--- src/rtl/disparity_filter.sv ---
// Temporal filter for stereo disparity samples.
// Averages the last 2^DEPTH_LOG2 accepted samples and rejects single-frame
// outliers while tracking. A run of REJ_MAX consecutive outliers is taken as
// a real scene change, so the window is flushed and re-acquired. move_out is
// only refreshed from a full window, which keeps the display stable.
module disparity_filter #(
  parameter int DW         = 6,
  parameter int DEPTH_LOG2 = 3,
  parameter int OUTLIER_TH = 4,
  parameter int REJ_MAX    = 3
) (
  input  logic          clk,
  input  logic          rst_n,
  input  logic [DW-1:0] move_in,
  input  logic          move_valid,
  input  logic          clear,
  output logic [DW-1:0] move_out,
  output logic          out_valid,
  output logic          locked,
  output logic          rejected
);

  localparam int DEPTH = 1 << DEPTH_LOG2;
  localparam int SW    = DW + DEPTH_LOG2;        // sum width
  localparam int CW    = DEPTH_LOG2 + 1;         // fill count 0..DEPTH
  localparam int RW    = $clog2(REJ_MAX + 1);    // rejection count width

  typedef enum logic {
    S_FILL,
    S_TRACK
  } state_t;

  state_t                r_state;
  state_t                w_state_nxt;
  logic [DW-1:0]         r_buf [DEPTH];
  logic [DEPTH_LOG2-1:0] r_wr_ptr;
  logic [SW-1:0]         r_sum;
  logic [CW-1:0]         r_cnt;
  logic [RW-1:0]         r_rej_cnt;
  logic                  r_upd_pend;
  logic [DW-1:0]         r_move_out;
  logic                  r_out_valid;
  logic                  r_locked;
  logic                  r_rejected;

  logic [SW-1:0]         w_sum_rnd;
  logic [DW-1:0]         w_avg;
  logic [DW:0]           w_diff;
  logic                  w_in_range;
  logic                  w_take;
  logic                  w_fill_wr;
  logic                  w_fill_done;
  logic                  w_accept;
  logic                  w_reject;
  logic                  w_flush;
  logic                  w_buf_we;
  logic [DEPTH_LOG2-1:0] w_buf_waddr;
  logic [DW-1:0]         w_buf_old;

  // Rounded average; the largest possible sum plus the rounding term still
  // fits in SW bits, so no saturation is needed.
  assign w_sum_rnd = r_sum + SW'(DEPTH / 2);
  assign w_avg     = DW'(w_sum_rnd >> DEPTH_LOG2);

  // Distance of the incoming sample from the current average.
  assign w_diff     = (move_in >= w_avg) ? ({1'b0, move_in} - {1'b0, w_avg})
                                         : ({1'b0, w_avg} - {1'b0, move_in});
  assign w_in_range = (w_diff <= (DW + 1)'(OUTLIER_TH));

  // clear wins over a simultaneous sample, which is simply dropped.
  assign w_take      = move_valid && !clear;
  assign w_fill_wr   = w_take && (r_state == S_FILL);
  assign w_fill_done = w_fill_wr && (r_cnt == CW'(DEPTH - 1));
  assign w_accept    = w_take && (r_state == S_TRACK) && w_in_range;
  assign w_reject    = w_take && (r_state == S_TRACK) && !w_in_range;
  assign w_flush     = w_reject && (r_rej_cnt == RW'(REJ_MAX - 1));

  assign w_buf_we    = w_fill_wr || w_accept || w_flush;
  assign w_buf_waddr = w_flush ? '0 : r_wr_ptr;
  assign w_buf_old   = r_buf[r_wr_ptr];

  // State register.
  always_ff @(posedge clk) begin
    // NOTE: sequential state uses non-blocking assignments so every register
    // samples pre-edge values regardless of statement order.
    if (!rst_n) r_state <= S_FILL;
    else        r_state <= w_state_nxt;
  end

  // Next-state: lock when the window fills, fall back to FILL on flush/clear.
  always_comb begin
    // NOTE: default assigned first so no path leaves w_state_nxt unassigned,
    // which would otherwise infer a latch.
    w_state_nxt = r_state;
    if (clear)            w_state_nxt = S_FILL;
    else if (w_fill_done) w_state_nxt = S_TRACK;
    else if (w_flush)     w_state_nxt = S_FILL;
  end

  // Sample window storage.
  always_ff @(posedge clk) begin
    // NOTE: the window RAM is deliberately not reset; sum and cnt define which
    // entries are meaningful, and an unreset array maps onto plain RAM.
    if (w_buf_we) r_buf[w_buf_waddr] <= move_in;
  end

  // Running sum, pointers, counters and output registers.
  always_ff @(posedge clk) begin
    if (!rst_n) begin
      r_wr_ptr    <= '0;
      r_sum       <= '0;
      r_cnt       <= '0;
      r_rej_cnt   <= '0;
      r_upd_pend  <= 1'b0;
      r_move_out  <= '0;
      r_out_valid <= 1'b0;
      r_locked    <= 1'b0;
      r_rejected  <= 1'b0;
    end else begin
      // An update flagged last edge publishes the average of the new sum.
      r_out_valid <= r_upd_pend;
      if (r_upd_pend) r_move_out <= w_avg;
      r_upd_pend  <= 1'b0;
      r_rejected  <= 1'b0;

      if (clear) begin
        r_wr_ptr  <= '0;
        r_sum     <= '0;
        r_cnt     <= '0;
        r_rej_cnt <= '0;
        r_locked  <= 1'b0;
      end else if (w_fill_wr) begin
        r_sum    <= r_sum + SW'(move_in);
        r_wr_ptr <= r_wr_ptr + DEPTH_LOG2'(1);
        r_cnt    <= r_cnt + CW'(1);
        if (w_fill_done) begin
          r_locked   <= 1'b1;
          r_upd_pend <= 1'b1;
        end
      end else if (w_accept) begin
        r_sum      <= r_sum - SW'(w_buf_old) + SW'(move_in);
        r_wr_ptr   <= r_wr_ptr + DEPTH_LOG2'(1);
        r_rej_cnt  <= '0;
        r_upd_pend <= 1'b1;
      end else if (w_reject) begin
        r_rejected <= 1'b1;
        if (w_flush) begin
          // Re-acquire seeded with the sample that triggered the flush.
          r_sum     <= SW'(move_in);
          r_wr_ptr  <= DEPTH_LOG2'(1);
          r_cnt     <= CW'(1);
          r_rej_cnt <= '0;
          r_locked  <= 1'b0;
        end else begin
          r_rej_cnt <= r_rej_cnt + RW'(1);
        end
      end
    end
  end

  assign move_out  = r_move_out;
  assign out_valid = r_out_valid;
  assign locked    = r_locked;
  assign rejected  = r_rejected;

endmodule

--- config.mk ---
export PLATFORM = sky130hd
export DESIGN_NAME = disparity_filter
export DESIGN_NICKNAME = d
export VERILOG_FILES = /design/src/rtl/disparity_filter.sv
export SDC_FILE = /design/constraint.sdc
export NUM_CORES = 1
export LEC_CHECK = 0
export BUFFER_PORTS_ARGS = -buffer_cell sky130_fd_sc_hd__buf_2
export CAP_MARGIN = 15
export CORE_UTILIZATION = 30
export CTS_CLUSTER_DIAMETER = 200
export CTS_CLUSTER_SIZE = 40
export DETAILED_ROUTE_END_ITERATION = 10
export GPL_ROUTABILITY_DRIVEN = 0
export PLACE_DENSITY = 0.52
export SLEW_MARGIN = 20
export SYNTH_ARGS = -nofsm -noshare
export SYNTH_HDL_FRONTEND = slang
export SYNTH_SLANG_ARGS = --single-unit
--- constraint.sdc ---
create_clock -name clk -period 4 [get_ports clk]
set_input_delay 0.4 -clock clk [delete_from_list [all_inputs] [get_ports clk]]
set_output_delay 0.4 -clock clk [all_outputs]
set_load 0.03 [all_outputs]
==> flow_metrics.tcl <==
set metrics [dict create \
    run_status "finished, final reports clean" \
    cts.sink_count 80 \
    synth_compound_area_share_pct 12.27 \
    clock.fmax_mhz 267.4 \
    antenna-diode-count 0 \
    synth_top_cells_by_count "edfxtp_1 (48), inv_1 (40), dfxtp_1 (32)" \
    vias_in_the_first_global_route 3041 \
    number_of_flops_mapped_to_enable_cells_by_yosys 48 \
    p_int_w 0.001590 \
    synth-warning-count 0 \
    synthXorXnorAreaFrac_pct 2.726 \
    grt_first_pass_wirelength_um 16730 \
    hold_buffers 0 \
    route.final.wire_length_um 10400 \
    grt_start_max_net_pins 19 \
    floorplan.die_area_um2 15490 \
    r2r_setup_slack_ns 0.26 \
    asyncSetResetFlopFracSynth_pct 0 \
    fraction_of_final_layout_cells_with_drive_strength_greater_than_1_pct 18.88 \
    layout.cell_area.non_filler_um2 5309 \
    dominantRegCellSynth "edfxtp_1" \
    total_power_w 0.002060 \
    cap_viol_max_count 0 \
    finalMaxSlewViolations 0 \
    final_cycle_utilization_of_the_critical_path_pct 93.48 \
    hpwlAfterDp_um 7894 \
    max_slew_margin_pct 47.18 \
    nets 487 \
    dpl-instance-area_um2 4936 \
    end_kind "flip-flop" \
    power.net_switching_w 0.0004701 \
    average_instance_area_after_synthesis_um2 11.30 \
    synthAdderAreaFrac_pct 11.46 \
    dr_total_vias 3096 \
    clockPowerShare_pct 45.9 \
    synth_most_common_cell "edfxtp_1" \
    final_antenna_net_count 0 \
    yosysSeqAreaShare_pct 46.29 \
    num_io_pins 19 \
    ys_types 56 \
    antenna_violations_before_repair 0 \
    hp-class "in2reg" \
    starting_density_pct 30.83 \
    mappedNetlistNets 445 \
    dominant_combinational_cell_family_by_area_after_synthesis "simple AND/OR/NAND/NOR gates" \
    post_drt_wl_per_cell_um 16.53 \
    critical_path.startpoint_type "flip-flop" \
    final-setup-viol-count 0 \
    final_hold_viol_count 0 \
    synth_top_cell_by_area "edfxtp_1" \
    synth.ff_latch_count 80 \
    powerDensity_nw_per_um2 388.0 \
    clock_tree.buffer_depth 2 \
    cts_max_level 3 \
    finClkSkew_ns 0.004523 \
    comb_power_share_pct 11.1 \
    yosys-mux-area-fraction_pct 9.791 \
    fp-row-count 44 \
    ys_top_cells_by_area "edfxtp_1 (32%), dfxtp_1 (14%), ha_1 (8.3%), mux4_2 (6.0%), inv_1 (3.3%)" \
    critPathMaxFanout 12 \
    timing_worst_setup_path_type "reg2reg" \
    synthSimpleGateAreaFrac_pct 12.63 \
    reg2reg_depth 14 \
    number_of_vias_per_cell_after_detailed_routing 4.922 \
    max-vdd-ir-drop_mv 0.2124 \
    grt_use_total_pct 14.15 \
    total_leakage_power_nw 2.073 \
    timing.rr.end "r_sum[6]$_SDFFE_PP0N_" \
    die_h_um 124.5 \
    tightestPinTransition_ns 0.7923 \
    floorplan.die.width_um 124.5 \
    timing.setup.tns_ns 0 \
    rsz_0062_raised_after_global_routing "no" \
    fp.coreArea_um2 14590 \
    crit_arrival_ns 3.92 \
    clock_tree.root_cell "clkbuf_16" \
    placement.io_buffers 18 \
    tritoncts.num_buffers 9 \
    seq_power_share_pct 42.9 \
    crit_required_ns 4.18 \
    synth.top_cell.area_share_pct 32.04 \
    finalWorstPathRequiredPeriod_ns 3.739 \
    clk_latency_ns 0.33 \
    setup_ws_ns 0.2606 \
    tritoncts "built" \
    synthesis.instances 398 \
    fin_util_pct 36.39 \
    cts.clk_slew.worst_paths_ns 0.06 \
    flow.area_growth_from_synthesis_pct 18.02 \
    endpoint "r_sum[6]$_SDFFE_PP0N_" \
    firstDrtPassIters 4 \
    first_iter_violations 248 \
    post_synth_instance_area_um2 4498 \
    grt_overflow_total 0 \
    p_sw_share_pct 22.83 \
    route.detailed.drc 0 \
    dpl_worst_slack_ns 0.08333 \
]
## worst min-delay path by stage
stage | slack [ns] | to | depth (start not counted) | startpoint
2_1_floorplan | 0.47 | r_cnt[1]$_SDFFE_PP0P_ | 2 | r_cnt[1]$_SDFFE_PP0P_
3_3_place_gp | 0.44 | locked$_SDFFE_PP0P_ | 1 | locked$_SDFFE_PP0P_
3_5_place_dp | 0.44 | locked$_SDFFE_PP0P_ | 1 | locked$_SDFFE_PP0P_
4_1_cts | 0.36 | r_buf[3][0]$_DFFE_PP_ | 1 | move_in[0]
5_1_grt | 0.37 | r_buf[3][0]$_DFFE_PP_ | 1 | move_in[0]
6_report | 0.37 | r_buf[3][0]$_DFFE_PP_ | 1 | move_in[0]
## layer usage
layer	GRT usage (%)	vias up	share of wire, %
li1	-	1538	-
met1	19.64	1511	51
met2	22.03	43	45
met3	3.308	4	3.0
met4	3.685	0	0.73
met5	0	-	0
## worst max-delay path: stages (launching register included)
cell,delay (ns)
dfxtp_1,0.35
buf_12,0.17
mux4_2,0.51
mux2_2,0.31
fa_1,0.49
inv_1,0.04
ha_1,0.32
nor2b_1,0.14
o21a_1,0.18
o21a_1,0.21
o21ai_0,0.28
nor2b_1,0.20
xnor2_1,0.11
a22oi_1,0.19
a21oi_1,0.08
## power groups by stage
stage	registers, W	clock network (W)	logic (W)
floorplan	0.000900	0	0.000158
global placement	0.000902	0	0.000223
detailed placement	0.000902	0	0.000226
CTS	0.000884	0.000967	0.000227
global route	0.000885	0.000996	0.000257
finish	0.000884	0.000946	0.000229
## kinds of logic (layout without fill, tap and decap cells)
logic type | count (synthesis) | after routing
buf+inv | 53 | 100
compound gates | 76 | 76
flops | 80 | 80
fa+ha+maj | 37 | 37
xor+xnor | 14 | 14
mux | 28 | 28
simple gates | 110 | 110
## flip-flops by register name, summed over array words and instances, names as in the netlist, named ones only
signal / cells
r_rej_cnt: 2
rejected: 1
r_cnt: 4
r_sum: 9
r_state: 1
r_wr_ptr: 3
r_buf: 48
locked: 1
out_valid: 1
r_upd_pend: 1
move_out: 6
## final cells by class
class,instances,area (µm²)
Clock buffer,9,225.2
Timing Repair Buffer,44,297.8
Tap cell,184,230.2
Inverter,40,150.1
Clock inverter,7,117.6
Sequential cell,80,2082
Multi-Input combinational cell,265,2206
Fill cell,1413,9280
## placed cells by master, fill, tap and decap left out, types with 9 or more instances in the layout
| master | n |
|---|---|
| nor2_1 | 19 |
| nor3_1 | 11 |
| dfxtp_1 | 32 |
| nor2b_1 | 14 |
| clkbuf_16 | 9 |
| nand2_1 | 28 |
| o21ai_0 | 13 |
| mux4_2 | 12 |
| buf_2 | 18 |
| inv_1 | 40 |
| edfxtp_1 | 48 |
| a21oi_1 | 16 |
| buf_4 | 25 |
| ha_1 | 30 |
## through the flow
stage               hold slack (ns)  cells
floorplan                    0.4651    398
global placement             0.4358    610
detailed placement           0.4403    610
CTS                          0.3608    626
global route                 0.3705    629
finish                       0.3733    629
## what timing repair did
item | in CTS | in global routing
endpoints found under the setup margin | 0 | 39
setup buffers | 0 | 3
resized for setup | 0 | 2
No activity file was read; power rests on OpenSTA's default activity.
